`config.mk`:
```
export PLATFORM = sky130hd
export DESIGN_NAME = mdma_desc_req_fifo_ctl_flat
export DESIGN_NICKNAME = d
export VERILOG_FILES = /design/src/rtl/mdma_desc_req_fifo_ctl_if.sv /design/src/rtl/mdma_desc_req_fifo_ctl.sv /design/src/flat_wrapper.sv
export SDC_FILE = /design/constraint.sdc
export NUM_CORES = 1
export LEC_CHECK = 0
export ABC_AREA = 1
export BUFFER_PORTS_ARGS = -buffer_cell sky130_fd_sc_hd__buf_2
export CORE_MARGIN = 5
export CORE_UTILIZATION = 25
export CTS_CLUSTER_DIAMETER = 200
export DETAILED_ROUTE_END_ITERATION = 8
export GPL_ROUTABILITY_DRIVEN = 0
export PLACE_DENSITY_LB_ADDON = 0.15
export SLEW_MARGIN = 0
export SYNTH_ARGS = -nofsm -noshare
export SYNTH_HDL_FRONTEND = slang
export SYNTH_SLANG_ARGS = --single-unit
```
`constraint.sdc`:
```
create_clock -name clk -period 7.6 [get_ports clk]
set_input_delay 1.52 -clock clk [delete_from_list [all_inputs] [get_ports clk]]
set_output_delay 1.52 -clock clk [all_outputs]
set_load 0.01 [all_outputs]
```
`src/rtl/mdma_desc_req_fifo_ctl_if.sv`:
```
// RAM port bundle for the 48b x 512 descriptor-request RAM.
// m: controller side (drives writes and read requests).
// s: RAM side (returns read data one cycle after ren, with ECC status).
interface mdma_48bx512_48bwe_ram_if #(
  parameter int DW = 48,
  parameter int AW = 9
);
  logic [AW-1:0] wadr;
  logic          wen;
  logic [DW-1:0] wdat;
  logic          ren;
  logic [AW-1:0] radr;
  logic [DW-1:0] rdat;
  logic          rsbe;
  logic          rdbe;

  modport m (output wadr, wen, wdat, ren, radr, input rdat, rsbe, rdbe);
  modport s (input wadr, wen, wdat, ren, radr, output rdat, rsbe, rdbe);
endinterface

```
`src/rtl/mdma_desc_req_fifo_ctl.sv`:
```
// Descriptor-request FIFO controller.
// Push stream -> RAM writes; RAM reads are prefetched into a 2-entry skid
// buffer whose head is the pop stream. Tracks occupancy (RAM + in-flight
// read + skid), almost-full, and RAM ECC errors.
// Optional: define MDMA_DESC_FIFO_SBE_CNT_EN to add the sbe_cnt output
// (saturating count of corrected single-bit errors).
module mdma_desc_req_fifo_ctl #(
  parameter int DEPTH        = 512,
  parameter int DW           = 48,
  parameter int AFULL_THRESH = 496
) (
  input  logic                   clk,
  input  logic                   rst,
  input  logic                   push_vld,
  output logic                   push_rdy,
  input  logic [DW-1:0]          push_dat,
  output logic                   pop_vld,
  input  logic                   pop_rdy,
  output logic [DW-1:0]          pop_dat,
  output logic                   pop_dbe,
  output logic [$clog2(DEPTH):0] occ,
  output logic                   afull,
  output logic                   empty,
  output logic                   dbe_err,
  input  logic                   clr_err,
`ifdef MDMA_DESC_FIFO_SBE_CNT_EN
  output logic [15:0]            sbe_cnt,
`endif
  mdma_48bx512_48bwe_ram_if.m    ram
);

  localparam int AW = $clog2(DEPTH);
  localparam logic [AW:0] FULL_OCC  = (AW+1)'(DEPTH);
  localparam logic [AW:0] AFULL_OCC = (AW+1)'(AFULL_THRESH);

  logic [AW-1:0] wptr;
  logic [AW-1:0] rptr;
  logic [AW:0]   ram_cnt;
  logic [AW:0]   occ_nxt;
  logic          inflight;

  logic [DW-1:0] skid_dat [2];
  logic          skid_dbe [2];
  logic          skid_hd;
  logic [1:0]    skid_cnt;
  logic          skid_tl;

  logic          push_acc;
  logic          pop_acc;
  logic          rd_issue;
  logic          ret_vld;
  logic [2:0]    pend;

  // Handshakes, prefetch decision and next occupancy.
  // The prefetch slot check credits a pop accepted this cycle so a read can be
  // issued every cycle while streaming; without it the skid would stall 1 in 3.
  always_comb begin
    push_rdy = !rst && (occ != FULL_OCC);
    push_acc = push_vld && push_rdy;
    pop_vld  = !rst && (skid_cnt != 2'd0);
    pop_acc  = pop_vld && pop_rdy;
    pend     = 3'(skid_cnt) + 3'(inflight) - 3'(pop_acc);
    rd_issue = !rst && (ram_cnt != '0) && (pend < 3'd2);
    ret_vld  = inflight && !rst;
    skid_tl  = skid_hd ^ skid_cnt[0];
    occ_nxt  = occ + (AW+1)'(push_acc) - (AW+1)'(pop_acc);
  end

  assign ram.wen  = push_acc;
  assign ram.wadr = wptr;
  assign ram.wdat = push_dat;
  assign ram.ren  = rd_issue;
  assign ram.radr = rptr;

  assign pop_dat = skid_dat[skid_hd];
  assign pop_dbe = pop_vld && skid_dbe[skid_hd];

  // RAM pointers, read-in-flight flag and occupancy flags.
  always_ff @(posedge clk) begin
    if (rst) begin
      wptr     <= '0;
      rptr     <= '0;
      ram_cnt  <= '0;
      inflight <= 1'b0;
      occ      <= '0;
      afull    <= 1'b0;
      empty    <= 1'b1;
    end else begin
      if (push_acc) wptr <= wptr + AW'(1);
      if (rd_issue) rptr <= rptr + AW'(1);
      ram_cnt  <= ram_cnt + (AW+1)'(push_acc) - (AW+1)'(rd_issue);
      inflight <= rd_issue;
      occ      <= occ_nxt;
      afull    <= (occ_nxt >= AFULL_OCC);
      empty    <= (occ_nxt == '0);
    end
  end

  // Skid buffer control: head index and entry count.
  always_ff @(posedge clk) begin
    if (rst) begin
      skid_hd  <= 1'b0;
      skid_cnt <= 2'd0;
    end else begin
      if (pop_acc) skid_hd <= ~skid_hd;
      skid_cnt <= skid_cnt + 2'(ret_vld) - 2'(pop_acc);
    end
  end

  // Skid buffer storage: read return lands in the tail slot.
  always_ff @(posedge clk) begin
    if (ret_vld) begin
      skid_dat[skid_tl] <= ram.rdat;
      skid_dbe[skid_tl] <= ram.rdbe;
    end
  end

  // Sticky uncorrectable-error flag; a new error wins over clear.
  always_ff @(posedge clk) begin
    if (rst) begin
      dbe_err <= 1'b0;
    end else if (ret_vld && ram.rdbe) begin
      dbe_err <= 1'b1;
    end else if (clr_err) begin
      dbe_err <= 1'b0;
    end
  end

`ifdef MDMA_DESC_FIFO_SBE_CNT_EN
  // Saturating corrected-error counter; clear with a coincident error gives 1.
  always_ff @(posedge clk) begin
    if (rst) begin
      sbe_cnt <= '0;
    end else if (clr_err) begin
      sbe_cnt <= 16'(ret_vld && ram.rsbe);
    end else if (ret_vld && ram.rsbe && (sbe_cnt != '1)) begin
      sbe_cnt <= sbe_cnt + 16'd1;
    end
  end
`endif

endmodule

```
`src/flat_wrapper.sv`:
```
// flat-port wrapper written by rule: the top's interface ports become plain ports
module mdma_desc_req_fifo_ctl_flat 
#(
  parameter int DEPTH        = 512,
  parameter int DW           = 48,
  parameter int AFULL_THRESH = 496
)
  (clk, rst, push_vld, push_rdy, push_dat, pop_vld, pop_rdy, pop_dat, pop_dbe, occ, afull, empty, dbe_err, clr_err, ram_wadr, ram_wen, ram_wdat, ram_ren, ram_radr, ram_rdat, ram_rsbe, ram_rdbe);
  mdma_48bx512_48bwe_ram_if #(.DW(DW), .AW((9))) ram_i ();
  input  logic clk;
  input  logic rst;
  input  logic push_vld;
  output logic push_rdy;
  input  logic [DW-1:0] push_dat;
  output logic pop_vld;
  input  logic pop_rdy;
  output logic [DW-1:0] pop_dat;
  output logic pop_dbe;
  output logic [$clog2(DEPTH):0] occ;
  output logic afull;
  output logic empty;
  output logic dbe_err;
  input  logic clr_err;
  output wire logic [$bits(ram_i.wadr)-1:0] ram_wadr;
  output wire logic [$bits(ram_i.wen)-1:0] ram_wen;
  output wire logic [$bits(ram_i.wdat)-1:0] ram_wdat;
  output wire logic [$bits(ram_i.ren)-1:0] ram_ren;
  output wire logic [$bits(ram_i.radr)-1:0] ram_radr;
  input wire logic [$bits(ram_i.rdat)-1:0] ram_rdat;
  input wire logic [$bits(ram_i.rsbe)-1:0] ram_rsbe;
  input wire logic [$bits(ram_i.rdbe)-1:0] ram_rdbe;
  assign ram_wadr = ram_i.wadr;
  assign ram_wen = ram_i.wen;
  assign ram_wdat = ram_i.wdat;
  assign ram_ren = ram_i.ren;
  assign ram_radr = ram_i.radr;
  assign ram_i.rdat = ram_rdat;
  assign ram_i.rsbe = ram_rsbe;
  assign ram_i.rdbe = ram_rdbe;
  mdma_desc_req_fifo_ctl #(.DEPTH(DEPTH), .DW(DW), .AFULL_THRESH(AFULL_THRESH)) u_core (.clk(clk), .rst(rst), .push_vld(push_vld), .push_rdy(push_rdy), .push_dat(push_dat), .pop_vld(pop_vld), .pop_rdy(pop_rdy), .pop_dat(pop_dat), .pop_dbe(pop_dbe), .occ(occ), .afull(afull), .empty(empty), .dbe_err(dbe_err), .clr_err(clr_err), .ram(ram_i));
endmodule
```
# Word-level counts from Yosys, hierarchy flattened

Memory sizes are Yosys's and may differ from the RTL's. A register that Yosys moved wholly into a read port is not among the register bits.
Index checks and enable logic that the tools add are counted.

Flip-flop bits (word level): 45
Latch bits: 0
Memory bits (writable): 98
ROM bits: 0
Output and inout bits: 132
Logic and storage cells: 49
Memories: 2

Memories:

| name            | words | width | read ports | clocked after memory_dff | wr ports | RTL line                     | text |
|---|---|---|---|---|---|---|---|
| u_core.skid_dat | 2     | 48    | 1          | 1                        | 1        | mdma_desc_req_fifo_ctl.sv:42 | `logic [DW-1:0] skid_dat [2];` |
| u_core.skid_dbe | 2     | 1     | 1          | 1                        | 1        | mdma_desc_req_fifo_ctl.sv:43 | `logic skid_dbe [2];` |

Add/sub/neg operators: 10
Multipliers: 0
Divide/modulo/power cells: 0
$lt $le $gt $ge: 2
Equality and inequality tests: 1
Shift-type cells: 0
Muxes and demuxes: 8
Bitwise logic cells: 2
Reduce and logical (&&, ||, !) cells: 14

Operator list:

| operator                                                                              | number |
|---|---|
| 10-bit by 1-bit adder with 10-bit output                                              | 2 |
| 10-bit by 1-bit subtractor with 10-bit output                                         | 2 |
| 9-bit by 1-bit adder with 9-bit output (second input constant)                        | 2 |
| 10-bit by 9-bit greater-or-equal comparator with 1-bit output (second input constant) | 1 |
| 10-bit logical NOT                                                                    | 1 |
| 10-bit inequality test (second input constant)                                        | 1 |
| 10-bit nonzero test                                                                   | 1 |
| 1-bit logical AND                                                                     | 9 |
| 1-bit 2-to-1 mux                                                                      | 8 |
| 2-bit nonzero test                                                                    | 2 |
| 2-bit by 1-bit adder with 3-bit output                                                | 1 |
| 3-bit by 2-bit less-than comparator with 1-bit output (second input constant)         | 1 |
| 3-bit by 1-bit subtractor with 3-bit output                                           | 1 |
| 2-bit by 1-bit adder with 2-bit output                                                | 1 |
| 2-bit by 1-bit subtractor with 2-bit output                                           | 1 |
| 1-bit logical NOT                                                                     | 1 |
| 1-bit inverter                                                                        | 1 |
| 1-bit bitwise XOR                                                                     | 1 |

# Logic depth before layout (Yosys ltp)

Gate-level depths: netlist of the first run.

Depth in word-level cells: 7
Gate-level depth with buffers: 22

# Least setup slack after synthesis of the first run

OpenSTA, ideal clock, no wires.

Kind: in2reg
Start point: input port rst
End point: memory u_core.skid_dat[1][0] (enable)
Library setup time: 516 ps
Arrival: 5242 ps
Setup slack: 1842 ps
Stages: 3
Path buffers: 2
Cells stage by stage: buf_6 > clkbuf_1 > nor3_1

Longest elaborated chain between the ends: 4

RTL lines:

| what                                   | RTL line                      | text |
|---|---|---|
| start: declaration                     | flat_wrapper.sv:11            | `input logic rst;` |
| 1-bit logical NOT                      | mdma_desc_req_fifo_ctl.sv:64  | `ret_vld = inflight && !rst;` |
| 1-bit logical AND                      | mdma_desc_req_fifo_ctl.sv:64  |  |
| 1-bit 2-to-1 mux                       | mdma_desc_req_fifo_ctl.sv:112 | `if (ret_vld) begin` |
| 1-bit 2-to-1 mux (implied by the code) | mdma_desc_req_fifo_ctl.sv:113 | `skid_dat[skid_tl] <= ram.rdat;` |
| end: declaration                       | mdma_desc_req_fifo_ctl.sv:42  |  |

No other way between the ends.

# Final worst setup path of the first run

Start point: input port rst
End point: output port ram_ren

Longest elaborated chain between the ends: 6
Elaborated cells between the ends (all ways): 7
Those cells by class: add/sub: 1; order compare: 1; reduce/logical: 5

RTL lines:

| what                                                  | RTL line                     | text |
|---|---|---|
| 1-bit logical NOT                                     | mdma_desc_req_fifo_ctl.sv:60 | `pop_vld = !rst && (skid_cnt != 2'd0);` |
| 1-bit logical AND                                     | mdma_desc_req_fifo_ctl.sv:60 |  |
| 1-bit logical AND                                     | mdma_desc_req_fifo_ctl.sv:61 | `pop_acc = pop_vld && pop_rdy;` |
| net u_core.pop_acc                                    | mdma_desc_req_fifo_ctl.sv:49 | `logic pop_acc;` |
| 3-bit by 1-bit subtractor with 3-bit output           | mdma_desc_req_fifo_ctl.sv:62 | `pend = 3'(skid_cnt) + 3'(inflight) - 3'(pop_acc);` |
| 3-bit by 2-bit less-than comparator with 1-bit output | mdma_desc_req_fifo_ctl.sv:63 | `rd_issue = !rst && (ram_cnt != '0) && (pend < 3'd2);` |
| 1-bit logical AND                                     | mdma_desc_req_fifo_ctl.sv:63 |  |
| end: declaration                                      | flat_wrapper.sv:27           | `output wire logic [$bits(ram_i.ren)-1:0] ram_ren;` |

The timed path passes the listed nets, and every way through them passes these cells.

==> results.cfg, run 1 <==
[sta]
timing.final.ws_setup_ns = 1.65
rsz0062_at_grt = no
setup_violations = 0
period_share = 0.783
slew-limit-headroom = 0.510
max_freq_ghz = 0.168
hold_viol_final = 0
clock_skew_ns = 0.0105
final_max_slew_viol_count = 0
worstMarginPinSlew_ns = 0.735
setup_tns_ns = 0
post-route-min-period_ns = 5.95

[worst_hold_path]
worstHoldStart = u_core.ram.radr[5]
hp-class = reg -> reg

[die]
core-area_um2 = 27000
die_x_um = 175
io_pins = 235
rows = 60
die_area_um2 = 30800
initial_core_util = 0.254
chipHeight_um = 175

[power]
powerDensity_nw_per_um2 = 375
power.leakage_nw = 3.44
vdd_drop_max_v = 0.000155

[yosys]
synth.area.mux_share = 0.0807
synth_top_family_by_area = simple AND/OR/NAND/NOR gates
yosysUniqueCellTypes = 33
synth_cells = 630
yosys_warnings = 0
yosys-top-cells-area = edfxtp_1 (43%), dfxtp_1 (13%), mux2_2 (8.1%)
synth_xor_area_frac = 0.00897
syn_avg_cell_area_um2 = 10.9
async_reset_ff_frac = 0
synth_simple_gate_area_frac = 0.126
synth-main-ff-cell = edfxtp_1
synth_fp_nets = 769
syn_area_um2 = 6840
synthAdderAreaFrac = 0.0692
yosysSeqAreaShare = 0.565
synth_enable_flop_cells = 98
synth_top_area_cell = edfxtp_1
netlist.area_leader.share = 0.430
ys_ff_latch = 144
synth-compound-area-share = 0.0439

[finish]
drive_above_1_share = 0.317
n_antenna_cell = 0
utilization = 0.301
area_growth_pct = 18.7
fin_nets = 868

[placement]
portBuffers = 137
place_ws_ns = 1.58
place_hpwl_mm = 10.7

[run_status]
status = completed

[setup_path]
cp_cell_sequence = buf_2 -> a21oi_1 -> nand2_1 -> inv_1 -> ha_1 -> or2_2 -> fa_1 -> inv_1 -> a21oi_2 -> nand2_1 -> nor2_2 -> buf_2
cp-start-kind = primary input
cp_data_arrival_time_ns = 4.43
crit_family = simple AND/OR/NAND/NOR gates
worstSetupPathType = in -> out
crit_required_ns = 6.08
crit_buf_inv = 4
rr_startpoint = u_core.skid_cnt[1]
reg2reg_to = u_core.ram_cnt[6]
startpoint = rst
crit_end = ram_ren
crit_fanout = 26
cp_slowest_cell = nor2_2
path_depth = 12
crit_path_end_kind = output pin
reg2reg_setup_slack_ns = 3.25
slowest_delay_ns = 0.51
reg2reg_depth = 20

[grt]
antenna_found_initial = 1
grt_max_degree = 50
grt_use_total = 0.101
grt_first_pass_wirelength_mm = 24.6
grt-ovfl-total = 0
grt_pass1_vias = 4636

[clock_tree]
cts_tree = done
cts_root_buffer = clkbuf_16
numCtsBuffers = 17
cts.clk_slew.worst_paths_ns = 0.06
postCtsHoldBufs = 0
cts_setup_buffers = 0
clock_latency_ns = 0.42
cts_num_sinks = 144
h-tree-depth = 4
cts_resized = 0
clock_path_buffers = 2

[detailed_routing]
drc = 0
vias = 4548
dr.pass1.iters = 4
wirelength_mm = 15.4
drt_iter0_drc = 144
final_antenna_net_count = 0
wire_per_inst_um = 14.2
vias_per_cell = 4.20

[job]
drv_cap = 0
cells in the final DEF, fill, tap and decap left out, drive strengths merged, types with 17 or more instances in the layout:
cell	instances
clkbuf	17
dfxtp	46
nor2	60
inv	87
edfxtp	98
ha	33
buf	140
mux2	49
nand3	25
nand2	91
a21oi	30
sequential cells by signal, indices dropped and copies added, names as in the netlist, named ones only:
name             flops
u_core.occ          10
u_core.ram_cnt      10
u_core.skid_cnt      2
u_core.skid_hd       1
u_core.dbe_err       1
u_core.empty         1
u_core.inflight      1
u_core.skid_dbe      2
u_core.ram.radr      9
u_core.skid_dat     96
u_core.ram.wadr      9
u_core.afull         1
metal layers:
layer,vias up,global-route usage,part of all wire
met4,2,0.0347,0.015
met5,-,0,0.00046
met3,26,0.0368,0.076
li1,2274,-,-
met2,127,0.157,0.44
met1,2119,0.131,0.47
cell families after synthesis:
logic type      count (synthesis)
buf+inv                       138
flops                         144
compound gates                 55
fa+ha+maj                      36
simple gates                  201
xor+xnor                        7
mux                            49
synth_stat cells, types with 3 or more instances:
library cell / instances
o21a_1: 3
a21oi_1: 29
nor2_1: 58
nand4_1: 11
and2_1: 3
o21ai_0: 15
edfxtp_1: 98
dfxtp_1: 46
buf_2: 5
nor3_1: 6
o21bai_1: 4
buf_4: 49
inv_2: 4
mux2_2: 49
xor2_1: 4
inv_1: 74
nand2_1: 91
xnor2_1: 3
fa_1: 3
ha_1: 33
nand3_1: 24
clkbuf_1: 4
worst min path at each step:
stage / depth (start not counted) / slack, ns / end
floorplan: 1 / 0.48 / u_core.skid_cnt[1]
global placement: 2 / 0.45 / u_core.dbe_err
detailed placement: 2 / 0.45 / u_core.ram.radr[5]
CTS: 2 / 0.46 / u_core.ram.radr[5]
global route: 2 / 0.50 / u_core.ram.radr[5]
finish: 2 / 0.46 / u_core.ram.radr[5]
final cells by class:
cell class,count,area [um^2]
Clock buffer,17,425
Clock inverter,15,143
Fill cell,2832,18800
Inverter,78,293
Multi-Input combinational cell,348,2260
Sequential cell,144,3860
Tap cell,341,427
Timing Repair Buffer,140,708
through the flow:
| stage | hold WS, ns | std cells | instance area (um^2) | power, mW |
|---|---|---|---|---|
| after floorplan | 0.477 | 630 | 6840 | 1.96 |
| after global placement | 0.455 | 1051 | 7550 | 2.29 |
| after detailed placement | 0.453 | 1051 | 7550 | 2.28 |
| after CTS | 0.463 | 1083 | 8120 | 3.12 |
| after global routing | 0.498 | 1083 | 8120 | 3.34 |
| final | 0.460 | 1083 | 8120 | 3.05 |
worst min-delay path: cells and delay by family, from the launching register on:
family | cells | cell delay, ns
AOI/OAI and AO/OA | 1 | 0.05
buffers and inverters | 1 | 0.05
DFF | 1 | 0.32
power breakdown:
part	switching (mW)	internal, mW
Combinational	0.744	0.440
Sequential	0.0531	1.00
Clock	0.374	0.434
No activity file was read; power rests on OpenSTA's default activity.
==> inputs of run 2 (changes only) <==
==> constraint.sdc (replaced) <==
create_clock -name clk -period 5.7 [get_ports clk]
set_input_delay 1.14 -clock clk [delete_from_list [all_inputs] [get_ports clk]]
set_output_delay 1.14 -clock clk [all_outputs]
set_load 0.01 [all_outputs]
==> results.cfg, run 2 (synthesis gave the netlist of run 1 again) <==
[run_status]
status = completed

[setup_path]
crit_end = ram_ren
worstSetupPathType = in -> out
crit_family = adder cells
cp_cell_sequence = buf_2 -> a21oi_1 -> nand2_1 -> inv_1 -> ha_1 -> or2_2 -> fa_1 -> inv_1 -> a21oi_2 -> nand2_1 -> nor2_2 -> buf_4 -> buf_2
crit_required_ns = 4.56
cp_slowest_cell = fa_1
reg2reg_depth = 21
rr_startpoint = u_core.skid_cnt[1]
reg2reg_to = u_core.ram_cnt[6]
crit_path_end_kind = output pin
slowest_delay_ns = 0.48
startpoint = rst
reg2reg_setup_slack_ns = 1.59
cp_data_arrival_time_ns = 3.45
path_depth = 13
crit_fanout = 13
cp-start-kind = primary input
crit_buf_inv = 5

[clock_tree]
cts.clk_slew.worst_paths_ns = 0.06
clock_path_buffers = 2
cts_setup_buffers = 0
cts_resized = 0
numCtsBuffers = 17
clock_latency_ns = 0.42
cts_tree = done
cts_num_sinks = 144
postCtsHoldBufs = 0
h-tree-depth = 4
cts_root_buffer = clkbuf_16

[detailed_routing]
drt_iter0_drc = 170
wire_per_inst_um = 14.6
met1Wirelength_mm = 7.62
top_layer_used = met5
vias = 4527
drc = 0
routed-wl-met3_mm = 1.15
final_antenna_net_count = 0
wirelength_mm = 15.8
vias_per_cell = 4.17
dr.pass1.iters = 6
dr_wl_met2_mm = 6.85

[die]
initial_core_util = 0.254
die_area_um2 = 30800
rows = 60
die_x_um = 175
chipHeight_um = 175
core-area_um2 = 27000
io_pins = 235

[sta]
clock_skew_ns = 0.00749
holdWs_ns = 0.459
setup_tns_ns = 0
timing.final.ws_setup_ns = 1.11
setup_violations = 0
post-route-min-period_ns = 4.59
max_freq_ghz = 0.218
final_max_slew_viol_count = 0
hold_viol_final = 0
worstMarginPinSlew_ns = 0.843
period_share = 0.806
slew-limit-headroom = 0.438
rsz0062_at_grt = no

[placement]
place_hpwl_mm = 11.2
place_ws_ns = 0.778
place_inst = 1054
portBuffers = 137

[finish]
top_regs = u_core.skid_dat x96, u_core.occ x10, u_core.ram_cnt x10
final_cell_mix = buf_2 (137), edfxtp_1 (98), nand2_1 (91)
largest-register = u_core.skid_dat
drive_above_1_share = 0.319
area_growth_pct = 19.0
fin_nets = 871
largest_reg_flops = 96
filler_cell_count = 2786
layout.cells.non_filler = 1086
layout_commonest_cell = buf_2
n_antenna_cell = 0

[grt]
grt-ovfl-total = 0
antenna_found_initial = 1
grt_pass1_vias = 4591
grt_first_pass_wirelength_mm = 24.9
grt_use_total = 0.103
grt_max_degree = 50

[job]
drv_cap = 0

[power]
vdd_drop_max_v = 0.000228
power.leakage_nw = 3.46
powerDensity_nw_per_um2 = 502

[worst_hold_path]
hold_depth = 2
hp-class = reg -> reg
[run 2: changes by cell type in the layout (fill, tap and decap cells not counted)]
cell      previous run  this run
buf_4                3         6
clkinv_4             2         1
clkinv_8             1         0
inv_6                6         7
inv_8                3         4
[run 2: worst min path at each step]
stage	startpoint	endpoint	slack (ns)
6_report	u_core.ram.radr[5]	u_core.ram.radr[5]	0.46
5_1_grt	u_core.dbe_err	u_core.dbe_err	0.49
4_1_cts	u_core.ram.radr[5]	u_core.ram.radr[5]	0.46
3_5_place_dp	u_core.ram.radr[5]	u_core.ram.radr[5]	0.45
3_3_place_gp	u_core.dbe_err	u_core.dbe_err	0.45
2_1_floorplan	u_core.skid_cnt[1]	u_core.skid_cnt[1]	0.48
[run 2: area by class of cell]
type | count | area, um^2 | area share
clock inverters | 15 | 138 | 0.0169
flip-flops and latches | 144 | 3860 | 0.475
multi-input cells | 348 | 2260 | 0.277
inverters | 78 | 293 | 0.0360
well taps | 341 | 427 | 0.0525
clock buffers | 17 | 425 | 0.0523
repair buffers | 143 | 731 | 0.0898
[run 2: routing by layer]
layer | track usage | vias up
met4 | 0.0347 | 2
met5 | 0 | -
li1 | - | 2276
met1 | 0.138 | 2094
met2 | 0.156 | 131
met3 | 0.0359 | 24
[run 2: stage by stage]
step | power [mW] | utilization | cell area, um^2
finish | 4.08 | 0.302 | 8130
global placement | 3.07 | 0.281 | 7570
floorplan | 2.61 | - | 6840
detailed placement | 3.06 | 0.281 | 7570
global route | 4.47 | 0.302 | 8130
CTS | 4.17 | 0.302 | 8130
[run 2: tightest hold or removal path, stage by stage, from the launching register on]
cell,delay (ns)
dfxtp_1,0.32
inv_1,0.05
a21oi_1,0.05
[run 2: power breakdown]
| group | internal (mW) | switching [mW] | total (mW) |
|---|---|---|---|
| clock network | 0.579 | 0.507 | 1.09 |
| logic | 0.593 | 0.986 | 1.58 |
| registers | 1.33 | 0.0843 | 1.42 |
